<file path="src/rtl/router_reg_gen.sv">
// Packet router front end. Accepts header / payload / parity beats,
// tracks destination, payload length and a running byte check, and
// forwards every accepted byte through a small holding buffer.
module router_reg_gen #(
  parameter int DATA_W      = 8,
  parameter int ADDR_W      = 2,
  parameter int SKID_DEPTH  = 4,
  parameter int PARITY_MODE = 0
) (
  input  logic              clock,
  input  logic              reset,
  input  logic              pkt_valid,
  input  logic [DATA_W-1:0] data_in,
  output logic              in_ready,
  input  logic              fifo_full,
  output logic              out_valid,
  output logic [DATA_W-1:0] dout,
  output logic [ADDR_W-1:0] dest_addr,
  output logic              parity_done,
  output logic              err,
  output logic              len_err
);

  localparam int LEN_W = DATA_W - ADDR_W;
  localparam int PTR_W = $clog2(SKID_DEPTH);
  localparam int CNT_W = PTR_W + 1;

  typedef enum logic [1:0] {IDLE, PAYLOAD, CHECK} state_t;

  // Fold one byte into the running check: XOR, or sum with carry discarded.
  function automatic logic [DATA_W-1:0] fold(input logic [DATA_W-1:0] acc,
                                             input logic [DATA_W-1:0] b);
    if (PARITY_MODE == 1) return acc + b;
    else                  return acc ^ b;
  endfunction

  // Payload counter increment that sticks at its maximum value.
  function automatic logic [LEN_W-1:0] sat_inc(input logic [LEN_W-1:0] v);
    if (v == {LEN_W{1'b1}}) return v;
    else                    return v + LEN_W'(1);
  endfunction

  state_t             state_q, state_d;
  logic [CNT_W-1:0]   cnt_q, cnt_d;
  logic [PTR_W-1:0]   wr_ptr_q, wr_ptr_d;
  logic [PTR_W-1:0]   rd_ptr_q, rd_ptr_d;
  logic [DATA_W-1:0]  mem_q [SKID_DEPTH];
  logic [ADDR_W-1:0]  dest_q, dest_d;
  logic               done_q, done_d;
  logic               err_q, err_d;
  logic               lerr_q, lerr_d;
  logic [LEN_W-1:0]   len_q, len_d;
  logic [LEN_W-1:0]   plcnt_q, plcnt_d;
  logic [DATA_W-1:0]  chk_q, chk_d;
  logic [DATA_W-1:0]  par_q, par_d;
  logic               accept;
  logic               push;
  logic               pop;

  // Handshake, buffer bookkeeping and next-state / flag computation.
  always_comb begin
    in_ready = (state_q != CHECK) && (cnt_q < CNT_W'(SKID_DEPTH));
    accept   = in_ready && ((state_q == PAYLOAD) ||
                            ((state_q == IDLE) && pkt_valid));
    push     = accept;
    pop      = (cnt_q != '0) && !fifo_full;

    wr_ptr_d = push ? wr_ptr_q + PTR_W'(1) : wr_ptr_q;
    rd_ptr_d = pop  ? rd_ptr_q + PTR_W'(1) : rd_ptr_q;
    case ({push, pop})
      2'b10:   cnt_d = cnt_q + CNT_W'(1);
      2'b01:   cnt_d = cnt_q - CNT_W'(1);
      default: cnt_d = cnt_q;
    endcase

    state_d = state_q;
    dest_d  = dest_q;
    done_d  = done_q;
    err_d   = err_q;
    lerr_d  = lerr_q;
    len_d   = len_q;
    plcnt_d = plcnt_q;
    chk_d   = chk_q;
    par_d   = par_q;

    case (state_q)
      IDLE: begin
        if (accept) begin
          state_d = PAYLOAD;
          dest_d  = data_in[ADDR_W-1:0];
          len_d   = data_in[DATA_W-1:ADDR_W];
          plcnt_d = '0;
          chk_d   = data_in;
          done_d  = 1'b0;
          err_d   = 1'b0;
          lerr_d  = 1'b0;
        end
      end
      PAYLOAD: begin
        if (accept) begin
          if (pkt_valid) begin
            chk_d   = fold(chk_q, data_in);
            plcnt_d = sat_inc(plcnt_q);
          end else begin
            par_d   = data_in;
            state_d = CHECK;
          end
        end
      end
      CHECK: begin
        done_d  = 1'b1;
        err_d   = (chk_q != par_q);
        lerr_d  = (plcnt_q != len_q);
        state_d = IDLE;
      end
      default: state_d = IDLE;
    endcase

    out_valid   = (cnt_q != '0);
    dout        = out_valid ? mem_q[rd_ptr_q] : '0;
    dest_addr   = dest_q;
    parity_done = done_q;
    err         = err_q;
    len_err     = lerr_q;
  end

  // Control state: FSM, buffer pointers/count, destination and status flags.
  always_ff @(posedge clock) begin
    if (reset) begin
      state_q  <= IDLE;
      cnt_q    <= '0;
      wr_ptr_q <= '0;
      rd_ptr_q <= '0;
      dest_q   <= '0;
      done_q   <= 1'b0;
      err_q    <= 1'b0;
      lerr_q   <= 1'b0;
    end else begin
      state_q  <= state_d;
      cnt_q    <= cnt_d;
      wr_ptr_q <= wr_ptr_d;
      rd_ptr_q <= rd_ptr_d;
      dest_q   <= dest_d;
      done_q   <= done_d;
      err_q    <= err_d;
      lerr_q   <= lerr_d;
    end
  end

  // Datapath registers: buffer storage and per-packet length/check/parity.
  always_ff @(posedge clock) begin
    if (push) mem_q[wr_ptr_q] <= data_in;
    len_q   <= len_d;
    plcnt_q <= plcnt_d;
    chk_q   <= chk_d;
    par_q   <= par_d;
  end

endmodule

</file>
<file path="config.mk">
export PLATFORM = sky130hd
export DESIGN_NAME = router_reg_gen
export DESIGN_NICKNAME = d
export VERILOG_FILES = /design/src/rtl/router_reg_gen.sv
export SDC_FILE = /design/constraint.sdc
export NUM_CORES = 1
export LEC_CHECK = 0
export CAP_MARGIN = 20
export CORE_ASPECT_RATIO = 0.8
export CORE_MARGIN = 1.5
export CORE_UTILIZATION = 57
export DETAILED_ROUTE_END_ITERATION = 6
export GPL_TIMING_DRIVEN = 0
export PLACE_DENSITY = 0.9
export SETUP_SLACK_MARGIN = 0.3
export SLEW_MARGIN = 20
export SYNTH_ARGS = -nofsm -noshare
export SYNTH_HDL_FRONTEND = slang
export SYNTH_SLANG_ARGS = --single-unit
</file>
<file path="constraint.sdc">
create_clock -name clock -period 2.25 [get_ports clock]
set_input_delay 0.3375 -clock clock [delete_from_list [all_inputs] [get_ports clock]]
set_output_delay 0.3375 -clock clock [all_outputs]
set_load 0.1 [all_outputs]
</file>
* Yosys cells after proc, flatten, opt, wreduce, memory -nomap -nowiden
Memories as Yosys holds them, arrays and structs flattened. A register that Yosys moved wholly into a read port is not among the register bits.
Index checks and enable logic that the tools add are counted.
** Word-level totals
- Register bits :: 42
- RAM bits :: 32
- Input port bits :: 12
- Output and inout port bits :: 15
- Logic and storage cells :: 74
- Memories kept :: 1
** Operators by class
- $add $sub $neg :: 5
- $lt $le $gt $ge :: 1
- Eq/ne operators :: 13
- Mux-type cells :: 23
- Bitwise operators :: 2
- Reduce and logical (&&, ||, !) cells :: 17
** Memory list
- mem_q :: depth 4, width 8, rd ports 1, clocked after memory_dff 1, write ports 1, line 47 : logic [DATA_W-1:0] mem_q [SKID_DEPTH];
** Operators by type and width (number)
- $mux W8 :: 4
- $mux W6 :: 4
- $pmux W8 S2 :: 1
- $ne A2 B2 Y1 const B :: 6
- $pmux W6 S2 :: 1
- $mux W2 :: 5
- $ne A8 B8 Y1 :: 1
- $xor A8 B8 Y8 :: 1
- $add A6 B1 Y6 const B :: 1
- $eq A6 B6 Y1 const B :: 1
- $ne A6 B6 Y1 :: 1
- $pmux W1 S2 :: 3
- $pmux W3 S2 :: 1
- $reduce_and A3 Y1 :: 2
- $reduce_bool A2 Y1 :: 3
- $reduce_and A5 Y1 :: 1
- $add A2 B1 Y2 const B :: 2
- $eq A2 B1 Y1 const B :: 2
- $eq A2 B2 Y1 const B :: 2
- $logic_and A1 B1 Y1 :: 4
- $pmux W2 S2 :: 1
- $reduce_and A2 Y1 :: 2
- $reduce_and A4 Y1 :: 1
- $add A3 B1 Y3 const B :: 1
- other kinds (8) :: 10

* Longest topological paths before layout
Gate-level depths: netlist (run 1).
- Word-level depth :: 6
- Depth in mapped cells :: 9
- Gate-level depth less buffers :: 9

* Worst setup path before layout (run 1)
Ideal clock, no wire load.
- Path type :: reg2out
- Start :: register with a tool-made name
- End :: output port dout[0]
- Arrival time :: 2.151 ns
- Data required time :: 1.913 ns
- Setup slack :: -0.239 ns
- Cell stages (with the launch flop) :: 4
- Path buffers :: 1
- Path through :: dfxtp_1 buf_2 mux4_2 nor2b_1
** RTL lines
- end: declaration :: line 17 : output logic [DATA_W-1:0] dout,

==> summary.md, run 1 <==
| Metric | Value |
|---|---|
| Worst-path cell chain | buf_12, mux4_2, nor2b_4, buf_12 |
| Top cells by area, synth | edfxtp_1, dfxtp_1, xnor2_1, mux4_2, ha_1 |
| Layout Skew | 0.00865 ns |
| Number of H-tree levels | 3 |
| Post-synth cell types | 33 |
| Slowest-stage cell, CP | mux4_2 |
| Largest family of logic cells by synthesized area | simple AND/OR/NAND/NOR gates |
| Async set-reset flop share out of synthesis | 0% |
| Top Ports | 27 |
| Measured slew at the worst slew-check pin | 0.953 ns |
| Family of cells with the greatest summed delay on the critical path | multiplexers |
| Die H | 69.7 um |
| Met1 Use GR | 28.0% |
| GRT Residual Overflow | 0 |
| Pwr/cell area | 1440 nW/um2 |
| Buf+Inv Stages, Crit Path | 2 |
| Lkg Pwr | 1.38 nW |
| CTS tree | yes |
| Ys flop type | edfxtp_1 |
| Post-synthesis mux area share | 6.62% |
| Critical path class | reg -> out |
| Synth top cells by count | edfxtp_1, xnor2_1, nor2_1, dfxtp_1, nor2b_1 |
| Width of the die | 86.4 um |
| Synth warn | 0 |
| Overall power | 5.64 mW |
| Synth Instances | 211 |
| Seq cells post-synth | 76 |
| RSZ-0062 raised after global routing | yes |
| Row cnt | 24 |
| Sequential area share after synthesis | 66.9% |
| Synth top area share | 56.8% |
| MaxCap Viol Count | 0 |
| Post-CTS Hold Fix Bufs | 0 |
| Initial Util | 58.7% |
| Post-route clock period utilization | 89.2% |
| Fin. max-slew vios | 0 |
| GRT Overall Usage | 20.8% |
| Req. time, crit path | 1.91 ns |
| DRC Markers | 0 |
| Post-synthesis simple-gate area fraction | 11.3% |
| Routability cong. | 0.740 |
| Status | completed |
| # diodes | 0 |
| Fmax | 498 MHz |
| Layout cell share with drive strength beyond 1 | 25.0% |
| Syn nets | 230 |
| Via density | 5.44 |
| Core Area | 5410 um2 |
| Vias in the first global route | 1717 |
| CTS Buf Count | 9 |
| Detailed Route Iter0 Violations | 139 |
| Largest net degree at the start of global routing | 13 |
| Antenna violations before repair | 0 |
| Fillers | 349 |
| HP Class | in -> reg |
| Synth Area in Compound Gates | 1.89% |
| Final setup viols | 0 |
| Clock Latency Late Sink | 0.34 ns |
| Worst setup EP type | output pin |
| Final Core Density | 72.3% |
| Post-detailed-route wirelength per cell | 17.4 um |
| Root Driver | clkbuf_8 |
| Setup_tns | 0 ns |
| Final Hold Vio Count | 0 |
| Relative slew slack | 36.7% |
| Crit path DAT | 1.67 ns |
| First-pass GRT wire length | 8.89 mm |
| Global routing usage on met3 | 6.90% |
| Dominant cell type by area after synthesis | edfxtp_1 |
| M2 GR Usage | 32.4% |
| Worst VDD drop | 0.892 mV |
| # port buffers | 26 |
| Synth Cell Area | 3170 um2 |
| Most used routing layer | met2 |
| Post-route ant nets | 0 |
| Area delta synth->final | 23.2% |
| Max FO, Critical Path | 8 |
| Vias | 1745 |
| Post-Place Cell Area | 3570 um2 |
| Reg clk slew, reported paths | 0.07 ns |
| Crit path time final | 2.01 ns |
| Cell mode on critical path | buf_12 |
| Startpoint Class | flip-flop |
| HPWL after DPL | 3.81 mm |
| Routed wire length | 5.60 mm |
| Mean area per synthesized cell | 15.0 um2 |
| Cell with the most instances after synthesis | edfxtp_1 |
| Clock Sinks | 76 |
| Crit path largest cell delay | 0.52 ns |
| Final instance area | 3910 um2 |
| Die footprint | 6030 um2 |
| Drt pass-1 iters | 4 |
| Post-Synth XOR/XNOR Area | 8.56% |
| Area share of fa/ha/maj cells after synthesis | 3.00% |
| Max clock buf depth | 2 |
| Post-synth EDFFs | 60 |
| Fin nets | 271 |
[power by group]
part | internal, mW | switching (mW) | leakage [nW]
clock | 0.502 | 0.468 | 0.0959
combinational | 1.06 | 1.62 | 0.592
sequential | 1.84 | 0.153 | 0.696
[cell usage in the layout, fill, tap and decap left out, types with 4 or more instances in the layout]
master	instances
xor2_1	8
clkdlybuf4s50_1	10
buf_12	10
nor2_1	15
edfxtp_1	60
dlygate4sd2_1	6
ha_1	5
nand3_1	4
mux4_2	8
nand2_1	9
inv_1	6
clkbuf_8	9
dfxtp_1	13
nor2_2	4
and2_1	5
nor2b_4	8
xnor2_1	23
[final cells by class]
type / instances / area (um2) / area share (%)
flip-flops and latches: 76 / 2130 / 54.4
multi-input cells: 122 / 1070 / 27.4
repair buffers: 30 / 368 / 9.41
clock buffers: 10 / 128 / 3.27
well taps: 65 / 81.3 / 2.08
plain buffers: 6 / 56.3 / 1.44
clock inverters: 5 / 53.8 / 1.38
inverters: 7 / 26.3 / 0.672
[registers in the layout, indices dropped and copies added, names as in the netlist, named ones only]
| register | flops |
|---|---|
| err | 1 |
| parity_done | 1 |
| rd_ptr_q | 2 |
| wr_ptr_q | 2 |
| plcnt_q | 6 |
| chk_q | 8 |
| mem_q | 32 |
| state_q | 2 |
| len_q | 6 |
| dest_addr | 2 |
| par_q | 8 |
| len_err | 1 |
| cnt_q | 3 |
[final timing paths]
check	start	to	slack [ns]	cells past startpoint
worst max-delay path	flip-flop	dout[2]	0.24	4
worst min-delay path	pkt_valid	state_q[1]$_SDFFE_PP0P_	0.46	2
worst max register to register	cnt_q[2]$_SDFFE_PP0P_	cnt_q[2]$_SDFFE_PP0P_	0.29	9
worst min register to register	parity_done$_SDFFE_PP0P_	parity_done$_SDFFE_PP0P_	0.49	2
[stage by stage]
stage | worst slack [ns] | hold slack [ns] | instances
3_5_place_dp | -0.411 | 0.488 | 302
6_report | 0.243 | 0.460 | 321
4_1_cts | 0.190 | 0.450 | 318
2_1_floorplan | 0.290 | 0.407 | 211
5_1_grt | 0.182 | 0.469 | 321
3_3_place_gp | -0.349 | 0.462 | 302
[routing by layer]
layer	vias up	wire length [um]
met5	-	0
met4	0	65
met3	9	283
met2	46	2780
met1	857	2470
li1	833	-
[cell families after synthesis]
family | Yosys count
mux | 11
buf+inv | 13
fa+ha+maj | 7
xor+xnor | 31
flops | 76
simple gates | 63
compound gates | 10
[repair_timing]
item | in CTS | in global routing
pin swaps | 1 | 1
setup buffers | 1 | 3
gates resized for setup | 100 | 5
setup endpoints to repair | 31 | 11
Note: power is estimated with default switching activity, not from simulation.
==> run 2, diff against run 1 <==
--- a/config.mk
+++ b/config.mk
@@ -8,10 +8,10 @@
 export CAP_MARGIN = 20
 export CORE_ASPECT_RATIO = 0.8
 export CORE_MARGIN = 1.5
-export CORE_UTILIZATION = 57
+export CORE_UTILIZATION = 40
 export DETAILED_ROUTE_END_ITERATION = 6
 export GPL_TIMING_DRIVEN = 0
-export PLACE_DENSITY = 0.9
+export PLACE_DENSITY = 0.7
 export SETUP_SLACK_MARGIN = 0.3
 export SLEW_MARGIN = 20
 export SYNTH_ARGS = -nofsm -noshare
==> constraint.sdc (replaced) <==
create_clock -name clock -period 2.14 [get_ports clock]
set_input_delay 0.321 -clock clock [delete_from_list [all_inputs] [get_ports clock]]
set_output_delay 0.321 -clock clock [all_outputs]
set_load 0.1 [all_outputs]
==> run 2 against run 1 <==
  * Core utilization shrank 19 points
  * Critical path depth is the same
  * Register-to-register slack is essentially flat
  * Sequential share of layout area shrank 1.0 points
  * Global-route usage shrank 5.4 points
==> summary.md, run 2 (synthesis results as in run 1) <==
| Metric | Value |
|---|---|
| Status | completed |
| Post-route clock period utilization | 92.3% |
| GRT Residual Overflow | 0 |
| Vias | 1730 |
| DRC Markers | 0 |
| Worst VDD drop | 0.922 mV |
| Crit path DAT | 1.65 ns |
| Reg clk slew, reported paths | 0.08 ns |
| Final Hold Vio Count | 0 |
| Die H | 82.7 um |
| Post-route ant nets | 0 |
| Pre-CTS setup slack | -0.480 ns |
| Lkg Pwr | 1.37 nW |
| CTS Buf Count | 9 |
| Relative slew slack | 53.5% |
| GRT Overall Usage | 15.4% |
| Final instance area | 3990 um2 |
| WHS | 0.428 ns |
| Pwr/cell area | 1490 nW/um2 |
| Setup_tns | 0 ns |
| Crit path time final | 1.98 ns |
| Largest registers | mem_q: 32 flops, chk_q: 8 flops, par_q: 8 flops |
| Fmax | 506 MHz |
| Via density | 4.77 |
| Die footprint | 8480 um2 |
| Vias in the first global route | 1774 |
| Fillers | 613 |
| Req. time, crit path | 1.82 ns |
| Root Driver | clkbuf_8 |
| Layout Skew | 0.00557 ns |
| HPWL after DPL | 3.73 mm |
| Max FFs per register | 32 |
| Worst setup EP type | output pin |
| Startpoint Class | flip-flop |
| Detailed Route Iter0 Violations | 85 |
| Largest net degree at the start of global routing | 15 |
| Max clock buf depth | 2 |
| Final worst slack | 0.164 ns |
| MaxCap Viol Count | 0 |
| Most common cell after layout, fill and taps aside | edfxtp_1 |
| Post-Place Cell Area | 3640 um2 |
| Measured slew at the worst slew-check pin | 0.693 ns |
| Clock Latency Late Sink | 0.34 ns |
| Critical path class | reg -> out |
| Reg with most FFs | mem_q |
| Top Ports | 27 |
| Final setup viols | 0 |
| Core Area | 7530 um2 |
| Post-CTS Hold Fix Bufs | 0 |
| Routability cong. | 0.738 |
| Number of H-tree levels | 3 |
| # port buffers | 26 |
| Routed wire length | 5.61 mm |
| Layout cell share with drive strength beyond 1 | 28.7% |
| Antenna violations before repair | 0 |
| Fin. max-slew vios | 0 |
| Max FO, Critical Path | 8 |
| Post-detailed-route wirelength per cell | 15.4 um |
| Drt pass-1 iters | 4 |
| Most frequent cells in the layout | edfxtp_1, xnor2_1, nor2_1 |
| First-pass GRT wire length | 9.22 mm |
| CTS tree | yes |
| Clock Sinks | 76 |
| Final Non-Filler Cells | 363 |
| Placed Cells | 342 |
| Fin nets | 272 |
| Row cnt | 28 |
| HP Class | in -> reg |
| Area delta synth->final | 25.7% |
| Initial Util | 42.1% |
| RSZ-0062 raised after global routing | yes |
| # diodes | 0 |
| Width of the die | 103 um |
## run 2: cell types whose count changed in the layout (fill, tap and decap cells not counted), sizes merged
cell,delta
clkbuf,+2
clkdlybuf4s15,+2
clkinvlp,+2
dlygate4sd2,-5
inv,+2
buf,+1
clkinv,-1
bufinv,-1
## run 2: power breakdown
group          leakage, nW  internal, mW  switching [mW]
combinational        0.588          1.15            1.74
clock               0.0860         0.426           0.538
sequential           0.696          1.93           0.156
## run 2: worst paths after layout
kind	start	end	slack, ns	cells after the start
max	flip-flop	dout[3]	0.16	4
min	pkt_valid	state_q[1]$_SDFFE_PP0P_	0.43	2
max reg2reg	cnt_q[0]$_SDFFE_PP0P_	cnt_q[2]$_SDFFE_PP0P_	0.29	8
min reg2reg	err$_SDFFE_PP0P_	err$_SDFFE_PP0P_	0.49	2
## run 2: repair_timing
action                     4_1_cts  5_1_grt
resized for setup              107       15
setup buffers                    0        4
setup endpoints to repair       23       20
gates cloned                     1        0
hold endpoints to repair         0        0
pin swaps                        1        3
## run 2: critical path, cell delays in order, from the launching register on
cell and delay, ns:
dfxtp_2 0.35, buf_12 0.14, mux4_2 0.51, nor2b_4 0.15, buf_12 0.16
## run 2: area by class of cell
| type | count | area (um2) | area share [%] |
|---|---|---|---|
| sequential | 76 | 2130 | 53.4 |
| multi-input combinational | 122 | 1080 | 27.2 |
| timing repair buffer | 31 | 384 | 9.63 |
| tap | 105 | 131 | 3.29 |
| clock buffer | 9 | 124 | 3.11 |
| buffer | 6 | 56.3 | 1.41 |
| clock inverter | 7 | 51.3 | 1.29 |
| inverter | 7 | 28.8 | 0.721 |
## run 2: metrics by stage
stage	total power, mW	util [%]
after floorplan	4.01	-
after global placement	4.48	48.2
after detailed placement	4.53	48.3
after CTS	5.84	52.0
after global routing	6.25	53.0
final	5.94	53.0
## run 2: layer usage
metal	track usage [%]	up-vias	part of all wire, %
met5	0	-	0
met1	21.1	856	49
met3	5.56	6	3.5
li1	-	839	-
met2	23.2	29	46
met4	4.11	0	1.1
==> run 3, diff against run 2 <==
==> constraint.sdc (replaced) <==
create_clock -name clock -period 2.14 [get_ports clock]
set_input_delay 0.428 -clock clock [delete_from_list [all_inputs] [get_ports clock]]
set_output_delay 0.428 -clock clock [all_outputs]
set_load 0.1 [all_outputs]
==> run 3 against run 2 <==
  * Core utilization is 0.32 points higher
  * Power is 1.6% lower
  * Sequential share of layout area shrank 0.32 points
  * Worst hold slack got worse by 0.046 ns
  * Die area unchanged
  * Final cell count rose by 0.83%
  * Non-clock buffer count rose by 4
  * First-iteration DRC count up 8.2%
  * Combinational power about the same
  * Flip-flop and latch count did not move
  * Clock-buffer cell count rose by 1
  * Highest routed layer unchanged
==> summary.md, run 3 (synthesis results as in run 1) <==
| Metric | Value |
|---|---|
| Pwr/cell area | 1460 nW/um2 |
| Clock Latency Late Sink | 0.34 ns |
| Number of H-tree levels | 3 |
| Post-route clock period utilization | 96.5% |
| Antenna violations before repair | 0 |
| Final instance area | 4010 um2 |
| Die footprint | 8480 um2 |
| DRC Markers | 0 |
| Largest registers | mem_q: 32 flops, chk_q: 8 flops, par_q: 8 flops |
| Status | completed |
| R2R depth | 9 |
| Largest net degree at the start of global routing | 13 |
| Pre-CTS setup slack | -0.593 ns |
| CP Depth | 4 |
| Layout cell share with drive strength beyond 1 | 29.9% |
| Overall power | 5.85 mW |
| Final Hold Vio Count | 0 |
| Cell mode on critical path | buf_12 |
| HPWL after DPL | 3.68 mm |
| Lkg Pwr | 1.39 nW |
| Post-route ant nets | 0 |
| RSZ-0062 raised after global routing | yes |
| Routability cong. | 0.713 |
| Max FO, Critical Path | 8 |
| # diodes | 0 |
| Family of cells with the greatest summed delay on the critical path | multiplexers |
| Most frequent cells in the layout | edfxtp_1, xnor2_1, nor2_1 |
| Measured slew at the worst slew-check pin | 0.548 ns |
| Req. time, crit path | 1.71 ns |
| First-pass GRT wire length | 8.68 mm |
| Final Core Density | 53.3% |
| Max clock buf depth | 2 |
| Fin. max-slew vios | 0 |
| Crit path DAT | 1.64 ns |
| Drt pass-1 iters | 4 |
| Row cnt | 28 |
| Critical path class | reg -> out |
| Worst setup EP type | output pin |
| Width of the die | 103 um |
| Worst-path cell chain | buf_12, mux4_2, nor2b_4, buf_12 |
| Worst VDD drop | 1.34 mV |
| GRT Residual Overflow | 0 |
| Worst Hold Depth | 2 |
| HP Class | in -> reg |
| Slowest-stage cell, CP | mux4_2 |
| Area delta synth->final | 26.5% |
| Post-CTS Hold Fix Bufs | 0 |
| Initial Util | 42.1% |
| Max FFs per register | 32 |
| Final Non-Filler Cells | 366 |
| Top Ports | 27 |
| Post-detailed-route wirelength per cell | 14.9 um |
| Startpoint Class | flip-flop |
| Core Area | 7530 um2 |
| Fin nets | 276 |
| CTS tree | yes |
| Buf+Inv Stages, Crit Path | 2 |
| Final setup viols | 0 |
| Relative slew slack | 63.7% |
| Layout Skew | 0.00759 ns |
| # port buffers | 26 |
| Clock Sinks | 76 |
| Detailed Route Iter0 Violations | 92 |
| Die H | 82.7 um |
| Post-Place Cell Area | 3640 um2 |
| Vias | 1711 |
| CTS Buf Count | 9 |
| Routed wire length | 5.47 mm |
| Root Driver | clkbuf_8 |
| Final worst slack | 0.0757 ns |
| Vias in the first global route | 1696 |
| Reg clk slew, reported paths | 0.07 ns |
| Via density | 4.67 |
| MaxCap Viol Count | 0 |
| Fmax | 484 MHz |
| Crit path time final | 2.06 ns |
| Most common cell after layout, fill and taps aside | edfxtp_1 |
| Placed Cells | 343 |
| Crit path largest cell delay | 0.51 ns |
| Reg with most FFs | mem_q |
| GRT Overall Usage | 14.5% |
## run 3: layer usage
| layer | wire length [um] | global-route usage, % | share of wire (%) |
|---|---|---|---|
| met5 | 0 | 0 | 0 |
| met4 | 65 | 4.93 | 1.2 |
| met3 | 242 | 4.80 | 4.4 |
| met2 | 2510 | 21.7 | 46 |
| met1 | 2650 | 20.0 | 48 |
## run 3: timing repair
action,4_1_cts,5_1_grt
setup buffers,1,7
resized for setup,113,10
endpoints found under the setup margin,36,19
pin swaps,0,3
## run 3: cell type report
class                   instances  area, um2
repair buffers                 35        420
multi-input cells             122       1090
inverters                       7       26.3
plain buffers                   6       56.3
flip-flops and latches         76       2130
well taps                     105        131
fillers                       646       3520
clock buffers                  10        128
clock inverters                 5       30.0
## run 3: final timing paths
| kind | slack [ns] | endpoint | from |
|---|---|---|---|
| min | 0.38 | state_q[1]$_SDFFE_PP0P_ | pkt_valid |
| max reg2reg | 0.25 | cnt_q[2]$_SDFFE_PP0P_ | cnt_q[2]$_SDFFE_PP0P_ |
| max | 0.08 | dout[3] | flip-flop |
| min reg2reg | 0.49 | parity_done$_SDFFE_PP0P_ | parity_done$_SDFFE_PP0P_ |
## run 3: through the flow
stage	hold WS (ns)	TNS, ns
4_1_cts	0.494	0
5_1_grt	0.371	0
3_3_place_gp	0.478	-10.63
6_report	0.382	0
3_5_place_dp	0.473	-10.69
2_1_floorplan	0.490	0
## run 3: worst reg2reg max path: cells and delay by family, from the launching register on
family | cells | cell delay, ns
fa+ha+maj | 2 | 0.54
simple gates | 3 | 0.49
flops | 1 | 0.32
buf+inv | 2 | 0.17
xor+xnor | 1 | 0.15
compound gates | 1 | 0.14
## run 3: power breakdown
group	total, mW	internal [mW]	switching [mW]	leakage, nW
clock	0.893	0.408	0.485	0.0779
sequential	2.09	1.93	0.154	0.696
combinational	2.87	1.16	1.71	0.615
